### config.mk
export PLATFORM = sky130hd
export DESIGN_NAME = trg_in_decode
export DESIGN_NICKNAME = d
export VERILOG_FILES = /design/src/rtl/trg_in_decode.sv
export SDC_FILE = /design/constraint.sdc
export NUM_CORES = 1
export LEC_CHECK = 0
export CAP_MARGIN = 20
export CORE_MARGIN = 5
export CORE_UTILIZATION = 42
export DETAILED_ROUTE_END_ITERATION = 6
export GPL_TIMING_DRIVEN = 0
export PLACE_DENSITY = 0.72
export SYNTH_ARGS = -nofsm -noshare
export SYNTH_HDL_FRONTEND = slang
export SYNTH_SLANG_ARGS = --single-unit
### constraint.sdc
create_clock -name clk_in -period 2.6 [get_ports clk_in]
set_input_delay 0.65 -clock clk_in [delete_from_list [all_inputs] [get_ports clk_in]]
set_output_delay 0.65 -clock clk_in [all_outputs]
set_load 0.005 [all_outputs]
### src/rtl/trg_in_decode.sv
// Trigger-line receiver: synchronises the active-low trigger line, classifies
// low pulses by width, issues local triggers and verifies the periodic ID check pulse.
module trg_in_decode #(
  parameter int unsigned TRG_MIN_WIDTH = 16,
  parameter int unsigned TRG_MAX_WIDTH = 24,
  parameter int unsigned CHK_WIN       = 20,
  parameter int unsigned CHK_MIN_WIDTH = 40,
  parameter int unsigned CHK_MAX_WIDTH = 60,
  parameter int unsigned STUCK_LIMIT   = 250
) (
  input  logic        clk_in,
  input  logic        rst_in,
  input  logic        trg_in_N,
  input  logic        trg_enb_in,
  input  logic        cnt_clr_in,
  output logic        trg_out,
  output logic [15:0] trg_id_out,
  output logic        chk_ok_out,
  output logic        chk_err_out,
  output logic        busy_out,
  output logic        stuck_out,
  output logic [7:0]  err_cnt_out,
  output logic [7:0]  glitch_cnt_out
);

  localparam logic [7:0] TRG_MIN    = 8'(TRG_MIN_WIDTH);
  localparam logic [7:0] TRG_MAX    = 8'(TRG_MAX_WIDTH);
  localparam logic [7:0] CHK_MIN    = 8'(CHK_MIN_WIDTH);
  localparam logic [7:0] CHK_MAX    = 8'(CHK_MAX_WIDTH);
  localparam logic [7:0] CHK_LAST   = 8'(CHK_WIN - 1);
  localparam logic [7:0] STUCK_LAST = 8'(STUCK_LIMIT - 1);

  typedef enum logic [2:0] {
    S_IDLE,
    S_TRG_HI,
    S_CHK_WAIT,
    S_CHK_HI,
    S_STUCK
  } state_t;

  state_t      r_state;
  state_t      w_state_nxt;
  logic [1:0]  r_sync;
  logic [7:0]  r_wcnt;
  logic [7:0]  w_wcnt_nxt;
  logic [7:0]  w_wcnt_inc;
  logic        r_expect;
  logic        w_expect_nxt;
  logic        r_trg;
  logic        r_chk_ok;
  logic        r_chk_err;
  logic [15:0] r_id;
  logic [15:0] w_id_plus;
  logic [7:0]  r_err_cnt;
  logic [7:0]  r_glitch_cnt;
  logic        w_trg_s;
  logic        w_trg;
  logic        w_chk_ok;
  logic        w_chk_err;
  logic        w_err_inc;
  logic        w_glitch_inc;
  logic        w_id_inc;
  logic        w_id_resync;

  // The line idles high, so the synchroniser resets to 1 to avoid a false pulse.
  always_ff @(posedge clk_in or negedge rst_in) begin
    if (!rst_in) begin
      r_sync <= 2'b11;
    end else begin
      r_sync <= {r_sync[0], trg_in_N};
    end
  end

  assign w_trg_s    = ~r_sync[1];
  assign w_wcnt_inc = (r_wcnt == 8'hFF) ? r_wcnt : r_wcnt + 8'd1;
  assign w_id_plus  = r_id + 16'd1;

  // NOTE: every signal gets a default before the case so no path leaves it unassigned (no latches).
  always_comb begin
    w_state_nxt  = r_state;
    w_wcnt_nxt   = r_wcnt;
    w_expect_nxt = r_expect;
    w_trg        = 1'b0;
    w_chk_ok     = 1'b0;
    w_chk_err    = 1'b0;
    w_err_inc    = 1'b0;
    w_glitch_inc = 1'b0;
    w_id_inc     = 1'b0;
    w_id_resync  = 1'b0;
    case (r_state)
      S_IDLE: begin
        if (trg_enb_in && w_trg_s) begin
          w_wcnt_nxt  = 8'd1;
          w_state_nxt = S_TRG_HI;
        end
      end
      S_TRG_HI: begin
        if (w_trg_s) begin
          if (r_wcnt >= STUCK_LAST) begin
            w_chk_err   = 1'b1;
            w_err_inc   = 1'b1;
            w_state_nxt = S_STUCK;
          end else begin
            w_wcnt_nxt = w_wcnt_inc;
          end
        end else if (r_wcnt < TRG_MIN) begin
          w_glitch_inc = 1'b1;
          w_state_nxt  = S_IDLE;
        end else if (r_wcnt > TRG_MAX) begin
          w_err_inc   = 1'b1;
          w_state_nxt = S_IDLE;
        end else begin
          w_trg        = 1'b1;
          w_id_inc     = 1'b1;
          w_expect_nxt = (w_id_plus[11:0] == 12'h001);
          w_wcnt_nxt   = 8'd0;
          w_state_nxt  = S_CHK_WAIT;
        end
      end
      S_CHK_WAIT: begin
        if (w_trg_s) begin
          w_wcnt_nxt  = 8'd1;
          w_state_nxt = S_CHK_HI;
        end else if (r_wcnt >= CHK_LAST) begin
          w_chk_err   = r_expect;
          w_err_inc   = r_expect;
          w_state_nxt = S_IDLE;
        end else begin
          w_wcnt_nxt = w_wcnt_inc;
        end
      end
      S_CHK_HI: begin
        if (w_trg_s) begin
          if (r_wcnt >= STUCK_LAST) begin
            w_chk_err   = 1'b1;
            w_err_inc   = 1'b1;
            w_state_nxt = S_STUCK;
          end else begin
            w_wcnt_nxt = w_wcnt_inc;
          end
        end else begin
          if (r_wcnt >= CHK_MIN && r_wcnt <= CHK_MAX && r_expect) begin
            w_chk_ok = 1'b1;
          end else begin
            // A well-formed check pulse we did not expect means our ID drifted.
            w_chk_err   = 1'b1;
            w_err_inc   = 1'b1;
            w_id_resync = (r_wcnt >= CHK_MIN && r_wcnt <= CHK_MAX);
          end
          w_state_nxt = S_IDLE;
        end
      end
      S_STUCK: begin
        if (!w_trg_s) w_state_nxt = S_IDLE;
      end
      default: w_state_nxt = S_IDLE;
    endcase
  end

  // NOTE: sequential state uses non-blocking assignments so all registers update together.
  always_ff @(posedge clk_in or negedge rst_in) begin
    if (!rst_in) begin
      r_state      <= S_IDLE;
      r_wcnt       <= 8'd0;
      r_expect     <= 1'b0;
      r_trg        <= 1'b0;
      r_chk_ok     <= 1'b0;
      r_chk_err    <= 1'b0;
      r_id         <= 16'd0;
      r_err_cnt    <= 8'd0;
      r_glitch_cnt <= 8'd0;
    end else begin
      r_state   <= w_state_nxt;
      r_wcnt    <= w_wcnt_nxt;
      r_expect  <= w_expect_nxt;
      r_trg     <= w_trg;
      r_chk_ok  <= w_chk_ok;
      r_chk_err <= w_chk_err;
      if (cnt_clr_in) begin
        r_id         <= 16'd0;
        r_err_cnt    <= 8'd0;
        r_glitch_cnt <= 8'd0;
      end else begin
        if (w_id_inc) begin
          r_id <= w_id_plus;
        end else if (w_id_resync) begin
          r_id <= {r_id[15:12], 12'h001};
        end
        if (w_err_inc && r_err_cnt != 8'hFF) r_err_cnt <= r_err_cnt + 8'd1;
        if (w_glitch_inc && r_glitch_cnt != 8'hFF) r_glitch_cnt <= r_glitch_cnt + 8'd1;
      end
    end
  end

  assign trg_out        = r_trg;
  assign chk_ok_out     = r_chk_ok;
  assign chk_err_out    = r_chk_err;
  assign trg_id_out     = r_id;
  assign err_cnt_out    = r_err_cnt;
  assign glitch_cnt_out = r_glitch_cnt;
  assign busy_out       = (r_state != S_IDLE);
  assign stuck_out      = (r_state == S_STUCK);

endmodule

==> key figures, run 1 <==
Final layout
  • Commonest non-fill, non-tap cells in the layout: dfrtp_1, clkdlybuf4s50_1, nor2_1
  • N_diodes: 0
  • Fin nets: 416
  • Finished Layout Cells: 503
  • Syn-to-layout area delta: 20.15%
  • Finished Cell Area: 0.003850 mm2
  • Layout fillers: 694
  • Most common cell after layout, fill and taps aside: dfrtp_1
  • Fraction of layout cells with a size suffix above 1: 12.13%

Timing
  • Setup ws final: 0.1337 ns
  • # setup viols final: 0
  • Setup Skew: 0.007257 ns
  • Slew margin rel.: 53.01%
  • Tmin final: 2.466 ns
  • Slew Viols, Final: 0
  • Hold_ws: 0.2608 ns
  • Highest Clock Rate: 0.4055 GHz
  • Hold Fails Final Rpt: 0
  • Worst Tran Pin Value: 0.7048 ns
  • Period utilization: 94.86%
  • RSZ-0062 raised after global routing: no

Setup path
  • Critical-path maximum fanout: 7
  • Critical path origin: r_wcnt[0]
  • End of the critical path: err_cnt_out[5]
  • Worst R2R Setup Slack: 0.13 ns
  • RR Startpoint: r_wcnt[0]
  • WP buf/inv: 1
  • Slowest-stage cell, CP: dfrtp_2
  • FF-to-FF End: err_cnt_out[5]
  • Crit path DAT: 2.66 ns
  • Worst setup SP type: flip-flop
  • Cells along the critical path: inv_1 -> ha_1 -> or3b_4 -> a31o_4 -> a211oi_4 -> a211oi_1 -> mux2_1
  • Data required, critical path: 2.79 ns
  • Crit Path Class: reg -> reg
  • Crit path largest cell delay: 0.47 ns
  • CP Depth: 7
  • Setup crit end kind: flip-flop
  • Worst r2r path cells: 7
  • Delay-heaviest family, CP: compound AO/OA/AOI/OAI gates

Min path
  • Hold Crit Class: in -> async

Floorplan
  • Die Span X: 97.35 um
  • # IOs: 42
  • Die footprint: 0.009476 mm2
  • Cell Rows: 31
  • Initial core utilization: 43.71%
  • Core area: 0.007331 mm2
  • Die height: 97.35 um

Logic synthesis
  • Distinct cell type count after synthesis: 65
  • Netlist Area Pre-Place: 0.003204 mm2
  • Complex-gate fraction of the synthesized area: 22.45%
  • Asr flop ratio synth: 100.0%
  • Synth top area share: 36.70%
  • Mean Syn Cell Area: 9.026 um2
  • Syn Inst Count: 355
  • Post-Synth Adder-Cell Area: 3.124%
  • Mux cell area share after synthesis: 2.772%
  • Yosys top cell by area: dfrtp_1
  • Sequential-to-total area share from yosys stat: 38.34%
  • EDFF count, synth: 0
  • Syn nets: 368
  • Simple logic cell fraction of the synthesized area: 25.11%
  • Synth area leaders: dfrtp_1, nor2_1, nand2_1
  • Yosys reg bits: 49
  • Synth Flop Type: dfrtp_1
  • Post-Synth XOR/XNOR Area: 3.007%
  • Largest family of logic cells by synthesized area: simple AND/OR/NAND/NOR gates
  • Synth warnings: 0

Run
  • Max-Cap Viols: 0

CTS
  • Clk buf depth: 2
  • H-Tree Depth: 2
  • Cts hold-fix bufs: 0
  • CTS tree: built
  • Worst skew pair latency: 0.31 ns
  • Root Buffer: clkbuf_8
  • CTS Sinks: 49
  • Clock-pin transition on the worst setup and hold timing paths: 0.10 ns
  • TritonCTS buffer count: 5

Placed design
  • Hpwl dp: 5.853 mm
  • Dpl ws: 0.1409 ns
  • GPL Wtd Cong: 0.9171
  • Placed inst area: 0.003744 mm2
  • IO buf count: 40
  • Post-Place Cells: 495

Route
  • Via count: 2914
  • WL per Instance: 15.72 um
  • Via density: 5.793
  • First-pass DRT Iterations: 4
  • DRT iter0 DRCs: 228
  • DRC errors left: 0
  • WL final: 7.906 mm
  • ANT nets after route: 0

Power
  • Logic pwr share: 10.3%
  • Leakage: 0.001467 uW
  • Clock network power share: 34.8%
  • VDD IR-drop max: 0.2397 mV
  • Sw Ratio: 26.96%
  • P_int: 1048 uW
  • PD cells: 372.6 mW/mm2
  • P_sw: 386.7 uW
  • Register share of total power: 54.9%

Status
  • Outcome: finished, final reports clean

Global route
  • GR Util All Layers: 17.17%
  • Initial antenna violation count: 0
  • Total global routing overflow: 0
  • Largest net degree at the start of global routing: 34
  • First-pass GRT wire length: 13.85 mm
  • Number of global-route vias before repair: 2855
[cell families (layout without fill, tap and decap cells)]
family	Yosys count	in the layout
xor gates and xnor gates	11	11
and+or+nand+nor	148	148
AOI/OAI and AO/OA	96	96
buffers and inverters	35	84
adders and majority gates	8	8
muxes	8	8
DFF	49	49
[area by class of cell]
cell class / count / area, um2 / area share (%)
plain buffers: 17 / 98.84 / 2.567
clock buffers: 6 / 82.58 / 2.145
clock inverters: 2 / 17.52 / 0.4550
inverters: 17 / 63.81 / 1.657
multi-input cells: 271 / 1809 / 46.99
flip-flops and latches: 49 / 1231 / 31.98
well taps: 99 / 123.9 / 3.217
repair buffers: 42 / 422.9 / 10.98
[repair_timing]
action / CTS / global route
buffers inserted: 0 / 1
setup endpoints to repair: 1 / 4
resized for setup: 0 / 2
pin swaps: 0 / 1
[flip-flops by register name (all words and copies together) (netlist names), 2 cells and up]
| signal | flops |
|---|---|
| trg_id_out | 16 |
| err_cnt_out | 8 |
| glitch_cnt_out | 8 |
| r_sync | 2 |
| r_wcnt | 8 |
| r_state | 3 |
[synthesized netlist by cell type (6+ instances only)]
| cell | count |
|---|---|
| dfrtp_1 | 47 |
| nor2_1 | 30 |
| nand2_1 | 28 |
| nand3_1 | 18 |
| o21ai_0 | 18 |
| nor3_1 | 16 |
| a21oi_1 | 15 |
| inv_1 | 15 |
| xnor2_1 | 10 |
| a211oi_1 | 9 |
| nand4_1 | 9 |
| a31oi_1 | 8 |
| ha_1 | 8 |
| nor2b_1 | 7 |
| o31ai_1 | 7 |
| and3_1 | 6 |
| buf_2 | 6 |
| clkbuf_1 | 6 |
[power groups by stage]
| stage | registers [uW] | logic (uW) | clock network [uW] |
|---|---|---|---|
| 6_report | 787 | 148 | 499 |
| 5_1_grt | 791 | 166 | 542 |
| 4_1_cts | 787 | 149 | 518 |
| 3_5_place_dp | 801 | 149 | 0 |
| 3_3_place_gp | 801 | 141 | 0 |
| 2_1_floorplan | 798 | 90.6 | 0 |
[through the flow]
| step | util, % | setup TNS (ns) | total power, uW |
|---|---|---|---|
| after CTS | 52.38 | 0 | 1454 |
| after global placement | 50.86 | -26.55 | 941.3 |
| after detailed placement | 51.07 | 0 | 949.9 |
| after floorplan | - | 0 | 888.8 |
| final | 52.52 | 0 | 1434 |
| after global routing | 52.52 | 0 | 1499 |
[worst register-to-register path, cell delays in order (launching register included)]
cell,delay [ns]
dfrtp_2,0.47
inv_1,0.15
ha_1,0.17
or3b_4,0.42
a31o_4,0.27
a211oi_4,0.38
a211oi_1,0.16
mux2_1,0.33
[per-layer routing]
metal  routed length [um]  vias to the layer above  GRT usage [%]
li1                     -                     1415              -
met1                 3691                     1384          23.42
met2                 3650                      103          27.76
met3                  408                       12          2.800
met4                  156                        0          5.751
met5                    0                        -              0
[worst min path at each step]
stage | endpoint | startpoint | cells after the start | slack, ns
2_1_floorplan | chk_err_out | rst_in | 0 | 0.35
3_3_place_gp | r_sync[1] | r_sync[0] | 0 | 0.35
3_5_place_dp | r_sync[1] | r_sync[0] | 0 | 0.35
4_1_cts | glitch_cnt_out[5] | rst_in | 1 | 0.26
5_1_grt | glitch_cnt_out[5] | rst_in | 1 | 0.28
6_report | glitch_cnt_out[5] | rst_in | 1 | 0.26
Note: power is estimated with default switching activity, not from simulation.
==> inputs of run 2 (changes only) <==
--- a/config.mk
+++ b/config.mk
@@ -14,3 +14,4 @@
 export SYNTH_ARGS = -nofsm -noshare
 export SYNTH_HDL_FRONTEND = slang
 export SYNTH_SLANG_ARGS = --single-unit
+export TNS_END_PERCENT = 50
==> constraint.sdc (replaced) <==
create_clock -name clk_in -period 2.6 [get_ports clk_in]
set_input_delay 0.65 -clock clk_in [delete_from_list [all_inputs] [get_ports clk_in]]
set_output_delay 0.65 -clock clk_in [all_outputs]
set_load 0.01 [all_outputs]
==> results of run 2 <==
Same layout as run 1 (identical final DEF). Status: finished, final reports clean.
Among the figures that moved: number of gates resized after CTS 0 -> 1; wire length of the first global-routing pass 13850 um -> 13840 um; via count of the first global-routing pass 2855 -> 2856; setup slack after layout 0.1337 ns -> 0.1236 ns; start point of the critical path r_wcnt[0] -> r_state[0]; end point of the critical path err_cnt_out[5] -> stuck_out; total power 1434 uW -> 1436 uW
